===== config.mk =====
export PLATFORM = sky130hd
export DESIGN_NAME = wb_arbiter_flat
export DESIGN_NICKNAME = d
export VERILOG_FILES = /design/src/rtl/wb_arbiter_if.sv /design/src/rtl/wb_arbiter.sv /design/src/flat_wrapper.sv
export SDC_FILE = /design/constraint.sdc
export NUM_CORES = 1
export LEC_CHECK = 0
export CAP_MARGIN = 20
export CORE_AREA = 5 5 238 240
export DETAILED_ROUTE_END_ITERATION = 12
export DIE_AREA = 0 0 243 245
export HOLD_SLACK_MARGIN = 0.15
export PLACE_DENSITY_LB_ADDON = 0.3
export SYNTH_ARGS = -nofsm -noshare
export SYNTH_HDL_FRONTEND = slang
export SYNTH_SLANG_ARGS = --single-unit

===== constraint.sdc =====
create_clock -name clk -period 7.41 [get_ports clk]
set_input_delay 1.1115 -clock clk [delete_from_list [all_inputs] [get_ports clk]]
set_output_delay 1.1115 -clock clk [all_outputs]
set_load 0.005 [all_outputs]

===== src/rtl/wb_arbiter_if.sv =====
// Writeback source bundle: one completed result offered by a pipeline to the arbiter.
// The source drives the master side; the arbiter consumes the slave side and returns ready.
interface wb_arbiter_if;
    logic [4:0]  wb_dst;
    logic [63:0] wb_result;
    logic [63:0] wb_pc;
    logic        wb_wb_en;
    logic        wb_hipri;
    logic        wb_valid;
    logic        wb_ready;

    modport master (
        output wb_dst, wb_result, wb_pc, wb_wb_en, wb_hipri, wb_valid,
        input  wb_ready
    );

    modport slave (
        input  wb_dst, wb_result, wb_pc, wb_wb_en, wb_hipri, wb_valid,
        output wb_ready
    );
endinterface


===== src/rtl/wb_arbiter.sv =====
// Writeback arbiter: grants one of ip0/ip1/lsp per cycle into a registered RF write port.
// Macro WB_RR_EN selects round-robin for non-hipri grants; otherwise fixed ip0 > ip1 > lsp.
module wb_arbiter #(
    parameter int unsigned INSTRET_WIDTH = 64
) (
    input  logic                     clk,
    input  logic                     rst,
    wb_arbiter_if.slave              ip0,
    wb_arbiter_if.slave              ip1,
    wb_arbiter_if.slave              lsp,
    input  logic                     wb_stall,
    output logic                     rf_wr_en,
    output logic [4:0]               rf_wr_id,
    output logic [63:0]              rf_wr_data,
    output logic                     wb_retire,
    output logic [63:0]              wb_retire_pc,
    output logic [INSTRET_WIDTH-1:0] wb_instret
);

    logic [2:0]  valid;
    logic [2:0]  hi_req;
    logic [2:0]  gnt;
    logic        xfer;
    logic [4:0]  sel_dst;
    logic [63:0] sel_result;
    logic [63:0] sel_pc;
    logic        sel_wb_en;

    assign valid  = {lsp.wb_valid, ip1.wb_valid, ip0.wb_valid};
    assign hi_req = valid & {lsp.wb_hipri, ip1.wb_hipri, ip0.wb_hipri};
    assign xfer   = |gnt;

`ifdef WB_RR_EN
    logic [1:0] rr_q;
    logic [1:0] rr_d;
    logic [1:0] rr_eff;

    // Encoding 3 is unreachable; fold it onto 0 so a corrupted pointer self-heals.
    assign rr_eff = (rr_q == 2'd3) ? 2'd0 : rr_q;

    always_ff @(posedge clk) begin
        if (rst) begin
            rr_q <= 2'd0;
        end else begin
            rr_q <= rr_d;
        end
    end

    always_comb begin
        rr_d = rr_eff;
        if (hi_req == 3'b000) begin
            case (gnt)
                3'b001:  rr_d = 2'd1;
                3'b010:  rr_d = 2'd2;
                3'b100:  rr_d = 2'd0;
                default: rr_d = rr_eff;
            endcase
        end
    end
`endif

    always_comb begin
        gnt = 3'b000;
        if (!rst && !wb_stall) begin
            if (hi_req[0]) begin
                gnt = 3'b001;
            end else if (hi_req[1]) begin
                gnt = 3'b010;
            end else if (hi_req[2]) begin
                gnt = 3'b100;
            end else begin
`ifdef WB_RR_EN
                case (rr_eff)
                    2'd1:    gnt = valid[1] ? 3'b010 : valid[2] ? 3'b100 :
                                   valid[0] ? 3'b001 : 3'b000;
                    2'd2:    gnt = valid[2] ? 3'b100 : valid[0] ? 3'b001 :
                                   valid[1] ? 3'b010 : 3'b000;
                    default: gnt = valid[0] ? 3'b001 : valid[1] ? 3'b010 :
                                   valid[2] ? 3'b100 : 3'b000;
                endcase
`else
                gnt = valid[0] ? 3'b001 : valid[1] ? 3'b010 :
                      valid[2] ? 3'b100 : 3'b000;
`endif
            end
        end
    end

    always_comb begin
        ip0.wb_ready = gnt[0];
        ip1.wb_ready = gnt[1];
        lsp.wb_ready = gnt[2];

        sel_dst    = ip0.wb_dst;
        sel_result = ip0.wb_result;
        sel_pc     = ip0.wb_pc;
        sel_wb_en  = ip0.wb_wb_en;
        case (gnt)
            3'b010: begin
                sel_dst    = ip1.wb_dst;
                sel_result = ip1.wb_result;
                sel_pc     = ip1.wb_pc;
                sel_wb_en  = ip1.wb_wb_en;
            end
            3'b100: begin
                sel_dst    = lsp.wb_dst;
                sel_result = lsp.wb_result;
                sel_pc     = lsp.wb_pc;
                sel_wb_en  = lsp.wb_wb_en;
            end
            default: ;
        endcase
    end

    always_ff @(posedge clk) begin
        if (rst) begin
            rf_wr_en     <= 1'b0;
            rf_wr_id     <= 5'd0;
            rf_wr_data   <= 64'd0;
            wb_retire    <= 1'b0;
            wb_retire_pc <= 64'd0;
            wb_instret   <= '0;
        end else begin
            // x0 writes are dropped but still count as a retirement.
            rf_wr_en  <= xfer && sel_wb_en && (sel_dst != 5'd0);
            wb_retire <= xfer;
            if (xfer) begin
                rf_wr_id     <= sel_dst;
                rf_wr_data   <= sel_result;
                wb_retire_pc <= sel_pc;
                wb_instret   <= wb_instret + INSTRET_WIDTH'(1);
            end
        end
    end

endmodule

===== src/flat_wrapper.sv =====
// flat-port wrapper written by rule: the top's interface ports become plain ports
module wb_arbiter_flat 
#(
    parameter int unsigned INSTRET_WIDTH = 64
)
  (clk, rst, wb_stall, rf_wr_en, rf_wr_id, rf_wr_data, wb_retire, wb_retire_pc, wb_instret, ip0_wb_dst, ip0_wb_result, ip0_wb_pc, ip0_wb_wb_en, ip0_wb_hipri, ip0_wb_valid, ip0_wb_ready, ip1_wb_dst, ip1_wb_result, ip1_wb_pc, ip1_wb_wb_en, ip1_wb_hipri, ip1_wb_valid, ip1_wb_ready, lsp_wb_dst, lsp_wb_result, lsp_wb_pc, lsp_wb_wb_en, lsp_wb_hipri, lsp_wb_valid, lsp_wb_ready);
  wb_arbiter_if ip0_i ();
  wb_arbiter_if ip1_i ();
  wb_arbiter_if lsp_i ();
  input  logic clk;
  input  logic rst;
  input  logic wb_stall;
  output logic rf_wr_en;
  output logic [4:0] rf_wr_id;
  output logic [63:0] rf_wr_data;
  output logic wb_retire;
  output logic [63:0] wb_retire_pc;
  output logic [INSTRET_WIDTH-1:0] wb_instret;
  input wire logic [$bits(ip0_i.wb_dst)-1:0] ip0_wb_dst;
  input wire logic [$bits(ip0_i.wb_result)-1:0] ip0_wb_result;
  input wire logic [$bits(ip0_i.wb_pc)-1:0] ip0_wb_pc;
  input wire logic [$bits(ip0_i.wb_wb_en)-1:0] ip0_wb_wb_en;
  input wire logic [$bits(ip0_i.wb_hipri)-1:0] ip0_wb_hipri;
  input wire logic [$bits(ip0_i.wb_valid)-1:0] ip0_wb_valid;
  output wire logic [$bits(ip0_i.wb_ready)-1:0] ip0_wb_ready;
  input wire logic [$bits(ip1_i.wb_dst)-1:0] ip1_wb_dst;
  input wire logic [$bits(ip1_i.wb_result)-1:0] ip1_wb_result;
  input wire logic [$bits(ip1_i.wb_pc)-1:0] ip1_wb_pc;
  input wire logic [$bits(ip1_i.wb_wb_en)-1:0] ip1_wb_wb_en;
  input wire logic [$bits(ip1_i.wb_hipri)-1:0] ip1_wb_hipri;
  input wire logic [$bits(ip1_i.wb_valid)-1:0] ip1_wb_valid;
  output wire logic [$bits(ip1_i.wb_ready)-1:0] ip1_wb_ready;
  input wire logic [$bits(lsp_i.wb_dst)-1:0] lsp_wb_dst;
  input wire logic [$bits(lsp_i.wb_result)-1:0] lsp_wb_result;
  input wire logic [$bits(lsp_i.wb_pc)-1:0] lsp_wb_pc;
  input wire logic [$bits(lsp_i.wb_wb_en)-1:0] lsp_wb_wb_en;
  input wire logic [$bits(lsp_i.wb_hipri)-1:0] lsp_wb_hipri;
  input wire logic [$bits(lsp_i.wb_valid)-1:0] lsp_wb_valid;
  output wire logic [$bits(lsp_i.wb_ready)-1:0] lsp_wb_ready;
  assign ip0_i.wb_dst = ip0_wb_dst;
  assign ip0_i.wb_result = ip0_wb_result;
  assign ip0_i.wb_pc = ip0_wb_pc;
  assign ip0_i.wb_wb_en = ip0_wb_wb_en;
  assign ip0_i.wb_hipri = ip0_wb_hipri;
  assign ip0_i.wb_valid = ip0_wb_valid;
  assign ip0_wb_ready = ip0_i.wb_ready;
  assign ip1_i.wb_dst = ip1_wb_dst;
  assign ip1_i.wb_result = ip1_wb_result;
  assign ip1_i.wb_pc = ip1_wb_pc;
  assign ip1_i.wb_wb_en = ip1_wb_wb_en;
  assign ip1_i.wb_hipri = ip1_wb_hipri;
  assign ip1_i.wb_valid = ip1_wb_valid;
  assign ip1_wb_ready = ip1_i.wb_ready;
  assign lsp_i.wb_dst = lsp_wb_dst;
  assign lsp_i.wb_result = lsp_wb_result;
  assign lsp_i.wb_pc = lsp_wb_pc;
  assign lsp_i.wb_wb_en = lsp_wb_wb_en;
  assign lsp_i.wb_hipri = lsp_wb_hipri;
  assign lsp_i.wb_valid = lsp_wb_valid;
  assign lsp_wb_ready = lsp_i.wb_ready;
  wb_arbiter #(.INSTRET_WIDTH(INSTRET_WIDTH)) u_core (.clk(clk), .rst(rst), .ip0(ip0_i), .ip1(ip1_i), .lsp(lsp_i), .wb_stall(wb_stall), .rf_wr_en(rf_wr_en), .rf_wr_id(rf_wr_id), .rf_wr_data(rf_wr_data), .wb_retire(wb_retire), .wb_retire_pc(wb_retire_pc), .wb_instret(wb_instret));
endmodule

# After elaboration in Yosys (flattened, before gate mapping)
# Index checks and enable logic that the tools add are counted.
# W data, S select, Z words.
dict set report word_totals {
  ff_bits 199
  input_bits 411
  out_inout_bits 202
  wordCells 28
}
dict set report classes {
  n_addsub 1
  n_eq_ne 2
  muxes 11
  bitwise_logic 1
  n_reduce_logical 7
}
# operator count
set op_table {}
lappend op_table {{$pmux W64 S2} 2}
lappend op_table {{$add A64 B1 Y64 const B} 1}
lappend op_table {{$mux W3} 7}
lappend op_table {{$pmux W5 S2} 1}
lappend op_table {{$reduce_bool A5 Y1} 1}
lappend op_table {{$and A3 B3 Y3} 1}
lappend op_table {{$eq A3 B2 Y1 const B} 1}
lappend op_table {{$eq A3 B3 Y1 const B} 1}
lappend op_table {{$logic_and A1 B1 Y1} 3}
lappend op_table {{$reduce_or A3 Y1} 1}
lappend op_table {{$logic_not A1 Y1} 2}
lappend op_table {{$pmux W1 S2} 1}

# Logic depth before layout (Yosys ltp)
dict set report logic_depth {
  depth_word 11
  depth_mapped 9
  depth_no_buf 6
}

# Least setup slack after synthesis
# OpenSTA, ideal clock, no wires.
dict set report synth_timing {
  kind {in2out}
  start {in wb_stall}
  end {out ip1_wb_ready}
  t_arrival_ns 2.443
  t_required_ns 6.298
  path_slack_ns 3.855
  path_stages 6
  n_path_buf 3
  cell_sequence {or3b_2 -> a211o_1 -> clkbuf_1 -> inv_1 -> buf_2 -> buf_1}
}
dict set report synth_via {
  elab_chain_len 3
}
# element line_no
set synth_rtl {}
lappend synth_rtl {{start, declared} flat_wrapper.sv:12} ;# input logic wb_stall;
lappend synth_rtl {{$logic_not A1 Y1} wb_arbiter.sv:64} ;# if (!rst && !wb_stall) begin
lappend synth_rtl {{$logic_and A1 B1 Y1} wb_arbiter.sv:64}
lappend synth_rtl {{$mux W3} wb_arbiter.sv:64}
lappend synth_rtl {{end, declared} flat_wrapper.sv:32} ;# output wire logic [$bits(ip1_i.wb_ready)-1:0] ip1_wb_ready;
# Every way passes these cells.

# Worst setup path after layout
dict set report layout_timing {
  start {in lsp_wb_valid}
  end {out lsp_wb_ready}
}
dict set report layout_via {
  elab_chain_len 7
  word_cells_on_any_way 8
  cone_classes {7 x mux; 1 x bitwise}
}
# element line_no
set layout_rtl {}
lappend layout_rtl {{start, declared} flat_wrapper.sv:38} ;# input wire logic [$bits(lsp_i.wb_valid)-1:0] lsp_wb_valid;
lappend layout_rtl {{$mux W3} wb_arbiter.sv:83} ;# valid[2] ? 3'b100 : 3'b000;
lappend layout_rtl {{$mux W3 (2 in a row)} wb_arbiter.sv:82} ;# gnt = valid[0] ? 3'b001 : valid[1] ? 3'b010 :
lappend layout_rtl {{$mux W3 *} wb_arbiter.sv:69} ;# end else if (hi_req[2]) begin
lappend layout_rtl {{$mux W3 *} wb_arbiter.sv:67} ;# end else if (hi_req[1]) begin
lappend layout_rtl {{$mux W3 *} wb_arbiter.sv:65} ;# if (hi_req[0]) begin
lappend layout_rtl {{$mux W3 *} wb_arbiter.sv:64}
lappend layout_rtl {{end, declared} flat_wrapper.sv:39} ;# output wire logic [$bits(lsp_i.wb_ready)-1:0] lsp_wb_ready;
# Mark *: on every way between the ends. The rest lies on a longest branch, timed or not.

==> out/results.md <==
• total of hold buffers inserted after clock tree synthesis: 0
• GR Util met2: 27.7%
• H-tree level count: 4
• gp weighted congestion: 0.897
• pin count of the biggest net entering global routing: 84
• count of unresolved DRC violations after routing: 0
• highest-delay cell along the critical path: sky130_fd_sc_hd__clkdlybuf4s50_1
• number of sinks driven by the clock tree: 199
• Worst Hold Launch: u_core.wb_retire_pc[20]$_SDFFE_PP0P_
• highest-count cells in the layout ignoring fill and taps: 611 x sky130_fd_sc_hd__clkdlybuf4s50_1, 199 x sky130_fd_sc_hd__dfxtp_1, 158 x sky130_fd_sc_hd__nor2_1
• Top FF cell, synth: sky130_fd_sc_hd__dfxtp_1
• cell internal pwr: 2.00 mW
• buffers plus inverters on the worst setup path: 3
• initial standard-cell utilization of the core: 17.3%
• Slew @ Worst Pin: 0.977 ns
• DRT iter0 DRCs: 848
• source-to-sink clock delay at the later pin of the worst-skew pair: 0.48 ns
• GRT busiest layer: met2
• chip width: 243 µm
• sum of net half-perimeters after detailed placement: 38.7 mm
• post-layout net count: 2111
• router iterations before antenna repair: 5
• Comb pwr share: 20.3%
• hold worst-path end: u_core.wb_retire_pc[20]$_SDFFE_PP0P_
• num ports: 613
• CP Data Arrival Time: 3.49 ns
• worst-case vdd ir drop: 0.000178 V
• share of layout cells above drive strength 1: 3.21%
• via count of the first global-routing pass: 11310
• met3 capacity usage during global routing: 5.18%
• Worst R2R Setup Slack: 4.38 ns
• RSZ-0062 raised after global routing: no
• final non-filler cell area: 16700 µm²
• most common cell after layout, fill and taps aside: sky130_fd_sc_hd__clkdlybuf4s50_1
• row count: 86
• number of pins exceeding their max-slew limit in the final report: 0
• max_slew headroom: 34.8%
• clock tree buffer depth: 2
• min cycle time layout: 4.60 ns
• Min Hold Slack: 0.453 ns
• met1 Resource Use GR: 19.7%
• routed via count divided by cell count: 4.72
• switching power summed over all nets: 0.688 mW
• buffers inserted by post-CTS timing repair: 0
• Final Hold Fails: 0
• global-route wire length before repair: 73.8 mm
• number of instances in the synthesized netlist: 1161
• R2R Path Start: u_core.wb_instret[7]$_SDFFE_PP0P_
• HP Class: reg2reg
• count of cells resized by post-cts repair: 0
• total global routing overflow: 0
• drt total wl: 50.6 mm
• Synth Warn #: 0
• total negative slack for setup checks: 0 ns
• number of enable flip-flop cells after synthesis: 0
• Post-Synthesis Mean Instance Area: 8.10 µm²
• number of register bits inferred by synthesis: 199
• Crit Path Category: in2out
• area inside the core boundary: 54400 µm²
• share of synthesized area occupied by flip-flops and latches: 42.4%
• Flop pwr share: 42.6%
• ratio of final minimum period to clock period: 62.1%
• outcome: completed
• sort of element at the end of the critical path: output port
• final setup violating endpoints: 0
• required time at the endpoint of the critical path: 6.30 ns
• delay-heaviest family, CP: buffers and inverters
• static leakage: 5.45 nW
• worst r2r path cells: 5
• critical path startpoint category: primary input
• vias: 11403
• power after layout: 2.69 mW
• cell with the most instances on the worst path: sky130_fd_sc_hd__clkdlybuf4s50_1
• Switching Fraction: 25.6%
• Routed Antenna Nets: 0
• beginning of the critical path: lsp_wb_valid
• ordered list of cells on the worst path: clkdlybuf4s50_1 -> or3b_2 -> a221o_4 -> clkinv_1 -> clkdlybuf4s50_1
• FMAX: 0.217 GHz
• antenna diode count: 0
• total nets after synthesis: 1573
• initial antenna violation count: 2
• die area: 59500 µm²
• hold path depth: 2
• Root Driver: sky130_fd_sc_hd__clkbuf_16
• Netlist Area Pre-Place: 9400 µm²
• clock transition at the registers of the reported paths: 0.07 ns
• clock network fraction of total power: 37.0%
• CTS tree: done
• placed inst area: 16100 µm²
• global routing usage summed across all routing layers: 16.2%
• WL per Instance: 20.9 µm
• number of buffer cells added on primary ports: 612
• clock skew after layout: 0.00863 ns
• Synth cell types: 47
• maximum capacitance violations: 0
• power density normalized to cell area: 161 nW/µm²
• maximum fanout encountered on the critical timing path: 23
• delay of the slowest cell on the worst path: 0.57 ns
• end of the worst register-to-register path: u_core.wb_instret[55]$_SDFFE_PP0P_
• ys async rst share: 0%
• floorplan die height: 245 µm
• P&R area growth vs syn: 77.9%
• Num CTS Buffers: 17
==> cell usage after synthesis (2+ instances only) <==
library cell                 n  area, µm²
sky130_fd_sc_hd__dfxtp_1   199       3980
sky130_fd_sc_hd__nor2_1    158        593
sky130_fd_sc_hd__a21oi_1   110        551
sky130_fd_sc_hd__nand2_1   101        379
sky130_fd_sc_hd__clkbuf_1   86        323
sky130_fd_sc_hd__nor4_1     71        444
sky130_fd_sc_hd__a221o_1    67        671
sky130_fd_sc_hd__o211ai_1   67        503
sky130_fd_sc_hd__o22ai_1    62        388
sky130_fd_sc_hd__or3_1      25        156
sky130_fd_sc_hd__or4_1      22        165
sky130_fd_sc_hd__nand3_1    21        105
sky130_fd_sc_hd__o21ai_0    21        105
sky130_fd_sc_hd__nand4_1    20        125
sky130_fd_sc_hd__o31ai_1    19        143
sky130_fd_sc_hd__xnor2_1    17        149
sky130_fd_sc_hd__buf_1      14       52.6
sky130_fd_sc_hd__inv_1      10       37.5
sky130_fd_sc_hd__nor3_1     10       50.1
sky130_fd_sc_hd__and2_1      7       43.8
sky130_fd_sc_hd__and3_1      7       43.8
sky130_fd_sc_hd__and4_1      6       52.6
sky130_fd_sc_hd__buf_2       5       25.0
sky130_fd_sc_hd__a22o_1      3       26.3
sky130_fd_sc_hd__o31a_1      3       26.3
sky130_fd_sc_hd__or3b_2      3       26.3
sky130_fd_sc_hd__xor2_1      3       26.3
sky130_fd_sc_hd__a31oi_1     2       12.5
sky130_fd_sc_hd__nand3b_1    2       15.0
sky130_fd_sc_hd__o21ba_1     2       20.0
sky130_fd_sc_hd__o22a_1      2       17.5
==> worst min-delay path, cell delays in order (launching register included) <==
cell and delay, ns:
sky130_fd_sc_hd__dfxtp_1 0.31, sky130_fd_sc_hd__nand2_1 0.05, sky130_fd_sc_hd__a21oi_1 0.05
==> cell type report <==
cell class / instances / area (µm²)
fillers: 5818 / 37700
repair buffers: 625 / 6220
multi-input cells: 845 / 4990
flip-flops and latches: 199 / 3980
well taps: 704 / 881
clock buffers: 20 / 447
clock inverters: 11 / 148
inverters: 11 / 43.8
==> layer usage <==
layer	vias to the layer above	wire, µm
met3	35	3690
met4	2	923
met2	441	25300
met1	5437	20700
met5	-	20
li1	5488	-
==> registers in the layout, indices dropped and copies added (netlist names) <==
| register | cells |
|---|---|
| u_core.rf_wr_data | 64 |
| u_core.wb_instret | 64 |
| u_core.wb_retire_pc | 64 |
| u_core.rf_wr_id | 5 |
| u_core.rf_wr_en | 1 |
| u_core.wb_retire | 1 |
==> stage by stage <==
step                setup slack, ns  cells  util, %
floorplan                      3.86   1161        -
global placement               2.82   2384     29.6
detailed placement             2.80   2384     29.6
CTS                            2.78   2415     30.7
global route                   2.71   2415     30.7
finish                         2.81   2415     30.7
==> logic make-up (layout without fill, tap and decap cells) <==
family          after synthesis  in the layout  share of synthesized area (%)
compound gates              365            365                           26.8
simple gates                459            459                           24.0
fa+ha+maj                     1              1                          0.133
buf+inv                     117            667                           4.82
flops                       199            199                           42.4
xor+xnor                     20             20                           1.86
==> power by group through the flow <==
stage / sequential [mW] / clock [mW] / combinational (mW)
after global placement: 1.17 / 0 / 0.550
after global routing: 1.15 / 1.06 / 0.585
after floorplan: 1.17 / 0 / 0.151
final: 1.15 / 0.995 / 0.546
after CTS: 1.15 / 1.04 / 0.554
after detailed placement: 1.17 / 0 / 0.552
==> how the worst max path moves through the flow <==
stage	to	slack (ns)	depth (start not counted)
CTS	lsp_wb_ready	2.78	5
finish	lsp_wb_ready	2.81	5
global placement	lsp_wb_ready	2.82	5
global route	lsp_wb_ready	2.71	5
floorplan	ip1_wb_ready	3.86	6
detailed placement	lsp_wb_ready	2.80	5
Power figures use the tool's default switching activity.
